==> src/rtl/wb_pkg.sv <==
// Shared Wishbone definitions: default bus widths and the arbiter state
// encoding, kept here so later arbiters can reuse them.
package wb_pkg;

    // Default address and data widths of the on-chip Wishbone bus.
    localparam int WB_AW = 11;
    localparam int WB_DW = 32;

    // Arbiter ownership states: nobody, master 0 or master 1 owns the slave.
    typedef enum logic [1:0] {
        IDLE = 2'd0,
        OWN0 = 2'd1,
        OWN1 = 2'd2
    } arb_state_t;

    // One-hot grant vector for a given ownership state (bit 0 = master 0).
    function automatic logic [1:0] grant_of(input arb_state_t state);
        logic [1:0] grant;
        grant = 2'b00;
        case (state)
            OWN0:    grant = 2'b01;
            OWN1:    grant = 2'b10;
            default: grant = 2'b00;
        endcase
        return grant;
    endfunction

endpackage

==> src/rtl/wb_watchdog.sv <==
// Per-transfer watchdog for the Wishbone arbiter. Counts consecutive cycles
// in which the bus owner strobes but the slave answers with neither ack nor
// err, and fires for one cycle when the count reaches TIMEOUT.
// TIMEOUT = 0 disables the watchdog entirely.
module wb_watchdog
#(
    parameter int TIMEOUT = 15
)
(
    input  logic clk_i,
    input  logic reset_ni,
    input  logic stall,
    output logic fire
);

    // A zero timeout would give a zero-width counter, so keep at least one bit.
    localparam int CW = (TIMEOUT > 0) ? $clog2(TIMEOUT + 1) : 1;
    localparam bit ENABLED = (TIMEOUT != 0);
    localparam logic [CW-1:0] LIMIT = CW'(TIMEOUT);

    logic [CW-1:0] cnt;

    // Fire exactly when the stall count has reached the limit.
    assign fire = ENABLED && (cnt == LIMIT);

    // Stall counter: clears on any cycle that is not a stalled strobe
    // (ack, err, strobe low, or ownership change) and right after firing,
    // so a persisting stall fires again only after another full interval.
    always_ff @(posedge clk_i or negedge reset_ni) begin
        if (!reset_ni) begin
            cnt <= '0;
        end else if (!ENABLED || !stall || fire) begin
            cnt <= '0;
        end else begin
            cnt <= cnt + 1'b1;
        end
    end

endmodule

==> src/rtl/wb_arbiter2.sv <==
// Two-master round-robin Wishbone classic arbiter in front of a single
// slave. The grant is held for a whole cyc burst, ties are broken against
// the most recently granted master, and a watchdog terminates transfers
// the slave never answers by returning err to the owner.
module wb_arbiter2
    import wb_pkg::*;
#(
    parameter int AW      = WB_AW,
    parameter int DW      = WB_DW,
    parameter int TIMEOUT = 15
)
(
    input  logic            clk_i,
    input  logic            reset_ni,

    input  logic [AW-1:0]   m0_addr_i,
    input  logic [DW-1:0]   m0_data_i,
    input  logic            m0_we_i,
    input  logic [DW/8-1:0] m0_sel_i,
    input  logic            m0_cyc_i,
    input  logic            m0_stb_i,
    output logic            m0_ack_o,
    output logic            m0_err_o,

    input  logic [AW-1:0]   m1_addr_i,
    input  logic [DW-1:0]   m1_data_i,
    input  logic            m1_we_i,
    input  logic [DW/8-1:0] m1_sel_i,
    input  logic            m1_cyc_i,
    input  logic            m1_stb_i,
    output logic            m1_ack_o,
    output logic            m1_err_o,

    output logic [DW-1:0]   m_data_o,

    output logic [AW-1:0]   s_addr_o,
    output logic [DW-1:0]   s_data_o,
    output logic            s_we_o,
    output logic [DW/8-1:0] s_sel_o,
    output logic            s_cyc_o,
    output logic            s_stb_o,
    input  logic            s_ack_i,
    input  logic            s_err_i,
    input  logic [DW-1:0]   s_data_i,

    output logic [1:0]      grant_o
);

    arb_state_t state;
    logic       last;
    logic       owner_cyc;
    logic       owner_stb;
    logic       stall;
    logic       wd_fire;

    // Grant FSM. last remembers the most recent grant so a tie goes to the
    // other master; it starts at 1 so master 0 wins the first tie. The owner
    // keeps the bus as long as it holds cyc; when it lets go, a waiting
    // master takes over directly without passing through IDLE.
    always_ff @(posedge clk_i or negedge reset_ni) begin
        if (!reset_ni) begin
            state   <= IDLE;
            last    <= 1'b1;
            grant_o <= 2'b00;
        end else begin
            case (state)
                IDLE: begin
                    if (m0_cyc_i && m1_cyc_i) begin
                        if (last) begin
                            state   <= OWN0;
                            last    <= 1'b0;
                            grant_o <= grant_of(OWN0);
                        end else begin
                            state   <= OWN1;
                            last    <= 1'b1;
                            grant_o <= grant_of(OWN1);
                        end
                    end else if (m0_cyc_i) begin
                        state   <= OWN0;
                        last    <= 1'b0;
                        grant_o <= grant_of(OWN0);
                    end else if (m1_cyc_i) begin
                        state   <= OWN1;
                        last    <= 1'b1;
                        grant_o <= grant_of(OWN1);
                    end
                end
                OWN0: begin
                    if (!m0_cyc_i) begin
                        if (m1_cyc_i) begin
                            state   <= OWN1;
                            last    <= 1'b1;
                            grant_o <= grant_of(OWN1);
                        end else begin
                            state   <= IDLE;
                            grant_o <= grant_of(IDLE);
                        end
                    end
                end
                OWN1: begin
                    if (!m1_cyc_i) begin
                        if (m0_cyc_i) begin
                            state   <= OWN0;
                            last    <= 1'b0;
                            grant_o <= grant_of(OWN0);
                        end else begin
                            state   <= IDLE;
                            grant_o <= grant_of(IDLE);
                        end
                    end
                end
                default: begin
                    state   <= IDLE;
                    grant_o <= grant_of(IDLE);
                end
            endcase
        end
    end

    // Read data is broadcast to both masters; only the owner sees an ack.
    assign m_data_o = s_data_i;

    // Bus mux: route the owner's request to the slave and the slave's
    // response back to the owner only. Strobe is withheld from the slave in
    // the watchdog fire cycle, so that cycle ends the transfer with err.
    always_comb begin
        s_addr_o  = '0;
        s_data_o  = '0;
        s_we_o    = 1'b0;
        s_sel_o   = '0;
        s_cyc_o   = 1'b0;
        s_stb_o   = 1'b0;
        m0_ack_o  = 1'b0;
        m0_err_o  = 1'b0;
        m1_ack_o  = 1'b0;
        m1_err_o  = 1'b0;
        owner_cyc = 1'b0;
        owner_stb = 1'b0;
        case (state)
            OWN0: begin
                s_addr_o  = m0_addr_i;
                s_data_o  = m0_data_i;
                s_we_o    = m0_we_i;
                s_sel_o   = m0_sel_i;
                s_cyc_o   = m0_cyc_i;
                s_stb_o   = m0_stb_i & ~wd_fire;
                m0_ack_o  = s_ack_i;
                m0_err_o  = s_err_i | wd_fire;
                owner_cyc = m0_cyc_i;
                owner_stb = m0_stb_i;
            end
            OWN1: begin
                s_addr_o  = m1_addr_i;
                s_data_o  = m1_data_i;
                s_we_o    = m1_we_i;
                s_sel_o   = m1_sel_i;
                s_cyc_o   = m1_cyc_i;
                s_stb_o   = m1_stb_i & ~wd_fire;
                m1_ack_o  = s_ack_i;
                m1_err_o  = s_err_i | wd_fire;
                owner_cyc = m1_cyc_i;
                owner_stb = m1_stb_i;
            end
            default: begin
            end
        endcase
    end

    // A stalled cycle is an owner strobe with no slave response. Ownership
    // only changes after the owner drops cyc, and that cycle is never a
    // stall, so the watchdog also restarts on every state change.
    assign stall = owner_cyc & owner_stb & ~s_ack_i & ~s_err_i;

    wb_watchdog #(
        .TIMEOUT (TIMEOUT)
    ) u_watchdog (
        .clk_i    (clk_i),
        .reset_ni (reset_ni),
        .stall    (stall),
        .fire     (wd_fire)
    );

endmodule

==> config.mk <==
export PLATFORM = sky130hd
export DESIGN_NAME = wb_arbiter2
export DESIGN_NICKNAME = d
export VERILOG_FILES = /design/src/rtl/wb_pkg.sv /design/src/rtl/wb_watchdog.sv /design/src/rtl/wb_arbiter2.sv
export SDC_FILE = /design/constraint.sdc
export NUM_CORES = 1
export LEC_CHECK = 0
export ABC_CLOCK_PERIOD_IN_PS = 3130
export CORE_AREA = 4 4 84 86
export DETAILED_ROUTE_END_ITERATION = 8
export DIE_AREA = 0 0 88 90
export PLACE_DENSITY = 0.75
export RECOVER_POWER = 50
export SLEW_MARGIN = 10
export SYNTH_ARGS = -nofsm -noshare
export SYNTH_HDL_FRONTEND = slang
export SYNTH_SLANG_ARGS = --single-unit
export TNS_END_PERCENT = 1
==> constraint.sdc <==
create_clock -name clk_i -period 3.13 [get_ports clk_i]
set_input_delay 0.4695 -clock clk_i [delete_from_list [all_inputs] [get_ports clk_i]]
set_output_delay 0.4695 -clock clk_i [all_outputs]
set_load 0.03 [all_outputs]
==> impl_results.md <==
- Yosys top cell by area: a22o_1
- CP max stage delay: roughly 670 ps
- Die area: ~7900 um^2
- Met2 Track Usage GR: 0.239
- Syn_area_per_cell: 8.29 um^2
- Final period util: 0.933
- H-tree levels: 1
- Worst Setup End Kind: output port
- Total power: 0.00167 W
- EDFF count, synth: 0
- Critical path type: reg -> out
- Non-Filler Instances: approximately 350
- Hold_sp: u_watchdog.cnt[0]
- Worst skew pair latency: 230 ps
- Post-synth top area share: 0.350
- Area contributors post-synth: a22o_1 35%, buf_4 20%, dfrtp_1 12%
- Hpwl dp: 4610 um
- R2R depth: 5
- # placed instances: around 340
- Worst-path cell chain: inv_1 > ha_1 > and2_2 > buf_4 > a22o_1 > clkdlybuf4s50_1
- Fraction of layout cells with a size suffix above 1: 0.0410
- DRC Markers: 0
- Initial Utilization: 0.192
- Synthesized area: 1200 um^2
- RR Endpoint: u_watchdog.cnt[2]
- WP data required: approximately 2700 ps
- Starting DRC count in detailed routing: 29
- Via Count: 1576
- Slowest cell on crit path: clkdlybuf4s50_1
- Vias in the first global route: 1654
- Crit start category: flip-flop
- CTS Sinks: 7
- Fmax: 342 MHz
- Chip width: 88 um
- Global route hottest layer: met2
- Most frequent cell after synthesis: a22o_1
- Clock transition at path regs: ~40 ps
- Root Buffer: clkbuf_8
- Largest net degree at the start of global routing: 30
- Num CTS Buffers: 3
- Initial DRT Pass Iterations: 4
- Sequential-to-total area share from yosys stat: 0.147
- Slew Viols, Final: 0
- CTS tree: built
- Syn Inst Count: 145
- Pwr dens: approximately 630 nW/um^2
- Crit Path Max Fanout: 29
- Worst VDD drop: 0.000542 V
- First-pass GRT wire length: 8340 um
- Routed wire length: 5530 um
- Hold Vio Cnt, Final: 0
- Clock period minus worst slack: 2920 ps
- # rows: 29
- Synthesized net count: 286
- Max Root-Sink Buffers: 2
- Die H: 90 um
- R2r setup slk: about 1200 ps
- Total track usage: 0.130
- # port buffers: 159
- GP Congestion: 0.845
- Area Overhead vs Synth: 122%
- Warnings, synthesis: 0
- N_diodes: 0
- Setup violators final: 0
- Post-CTS Setup Inserts: 0
- Gr ovfl total: 0
- Most frequent cells after synthesis: 48 x a22o_1, 32 x buf_4, 8 x buf_2, 6 x dfrtp_1, 6 x nor2_1
- Main synth FF type: dfrtp_1
- Flops & latches, synth: 7
- Resized Gates After CTS: 0
- Setup skew after layout: 5.00 ps
- M1 GR Usage: 0.139
- Drt wl/cell: 16.0 um
- Ports: 224
- Core area: around 6300 um^2
- Sum of negative setup slack: 0 ps
- Hold Path Stages: 1
- Hold_buf cts: 0
- Async set or reset register ratio after synthesis: 1.00
- Netlist cell types: 29
- DR vias/cell: about 4.6
- Worst-margin pin slew: 359 ps
- Slew HR: 0.755
- Max-cap check violation count: 0
- Outcome: finished clean
- R2R Path Start: state[1]
- Unrepaired setup endpoints after global routing: no
- P_leak: 1.03 nW
- Hold worst-path end: u_watchdog.cnt[0]
- Initial antenna violation count: 0
- Final nets: 410
- Post-DRT Antenna Nets: 0
- CP Data Arrival Time: 2450 ps
- Grt met3 use: 0.0558
- Tightest Hold Check Type: reg -> reg
## state kept, by name, summed over array words and instances, names as in the netlist
signal and count:
last 1, u_watchdog.cnt 4, state 2
## area by class of cell
type / instances / area, um^2
timing repair buffer: 163 / 1620
clock buffer: 4 / 45.0
inverter: 4 / 15.0
sequential: 7 / 176
multi-input combinational: 90 / 717
tap: 77 / 96.3
fill: 627 / 3610
## critical path, delay by kind of cell (launching register included)
family          cells  cell delay, ps
buf+inv             3            1060
fa+ha+maj           1             360
flops               1             410
simple gates        1             170
compound gates      1             210
## worst max-delay path by stage
stage,from,slack (ps),to
finish,state[1],210,s_data_o[27]
global route,state[0],40,s_data_o[26]
CTS,state[0],140,s_data_o[20]
detailed placement,state[0],390,s_data_o[20]
global placement,state[0],470,s_data_o[28]
floorplan,state[0],810,s_stb_o
## where the power goes
group	switching (W)	leakage (nW)	internal (W)	total, W
registers	0.0000196	0.0923	0.000113	0.000133
logic	0.000756	0.918	0.000650	0.00141
clock network	0.0000439	0.0228	0.0000885	0.000132
total	0.000819	1.03	0.000852	0.00167
## cell families (layout without fill, tap and decap cells)
group / count (synthesis) / after routing / share of synthesized area
buffers and inverters: 48 / 171 / 0.258
multiplexers: 1 / 1 / 0.00832
AND/OR/NAND/NOR: 23 / 23 / 0.108
flip-flops: 7 / 7 / 0.147
AO/OA/AOI/OAI: 59 / 59 / 0.412
adder cells (fa/ha/maj): 5 / 5 / 0.0520
XOR/XNOR: 2 / 2 / 0.0146
## layer usage
metal | up-vias | routed length, um
met1 | 693 | 2060
met5 | - | 0
li1 | 760 | -
met2 | 114 | 2740
met4 | 0 | 30
met3 | 9 | 696
## stage by stage
| step | cell area [um^2] | util | worst slack, ps | hold WS, ps |
|---|---|---|---|---|
| 2_1_floorplan | 1200 | - | 810 | 174 |
| 3_3_place_gp | 2630 | 0.419 | 471 | 450 |
| 3_5_place_dp | 2630 | 0.419 | 394 | 464 |
| 4_1_cts | 2670 | 0.426 | 140 | 470 |
| 5_1_grt | 2670 | 0.426 | 35.8 | 502 |
| 6_report | 2670 | 0.426 | 208 | 469 |
## cells in the final DEF, fill, tap and decap left out, drive strengths merged, types with 3 or more instances in the layout
cell type and n:
clkdlybuf4s50 152, a22o 48, dlygate4sd3 7, nor2 6
dfrtp 6, ha 5, inv 4, buf 4
clkbuf 4, and2 4, nor2b 3, a21oi 3
No activity file was read; power rests on OpenSTA's default activity.
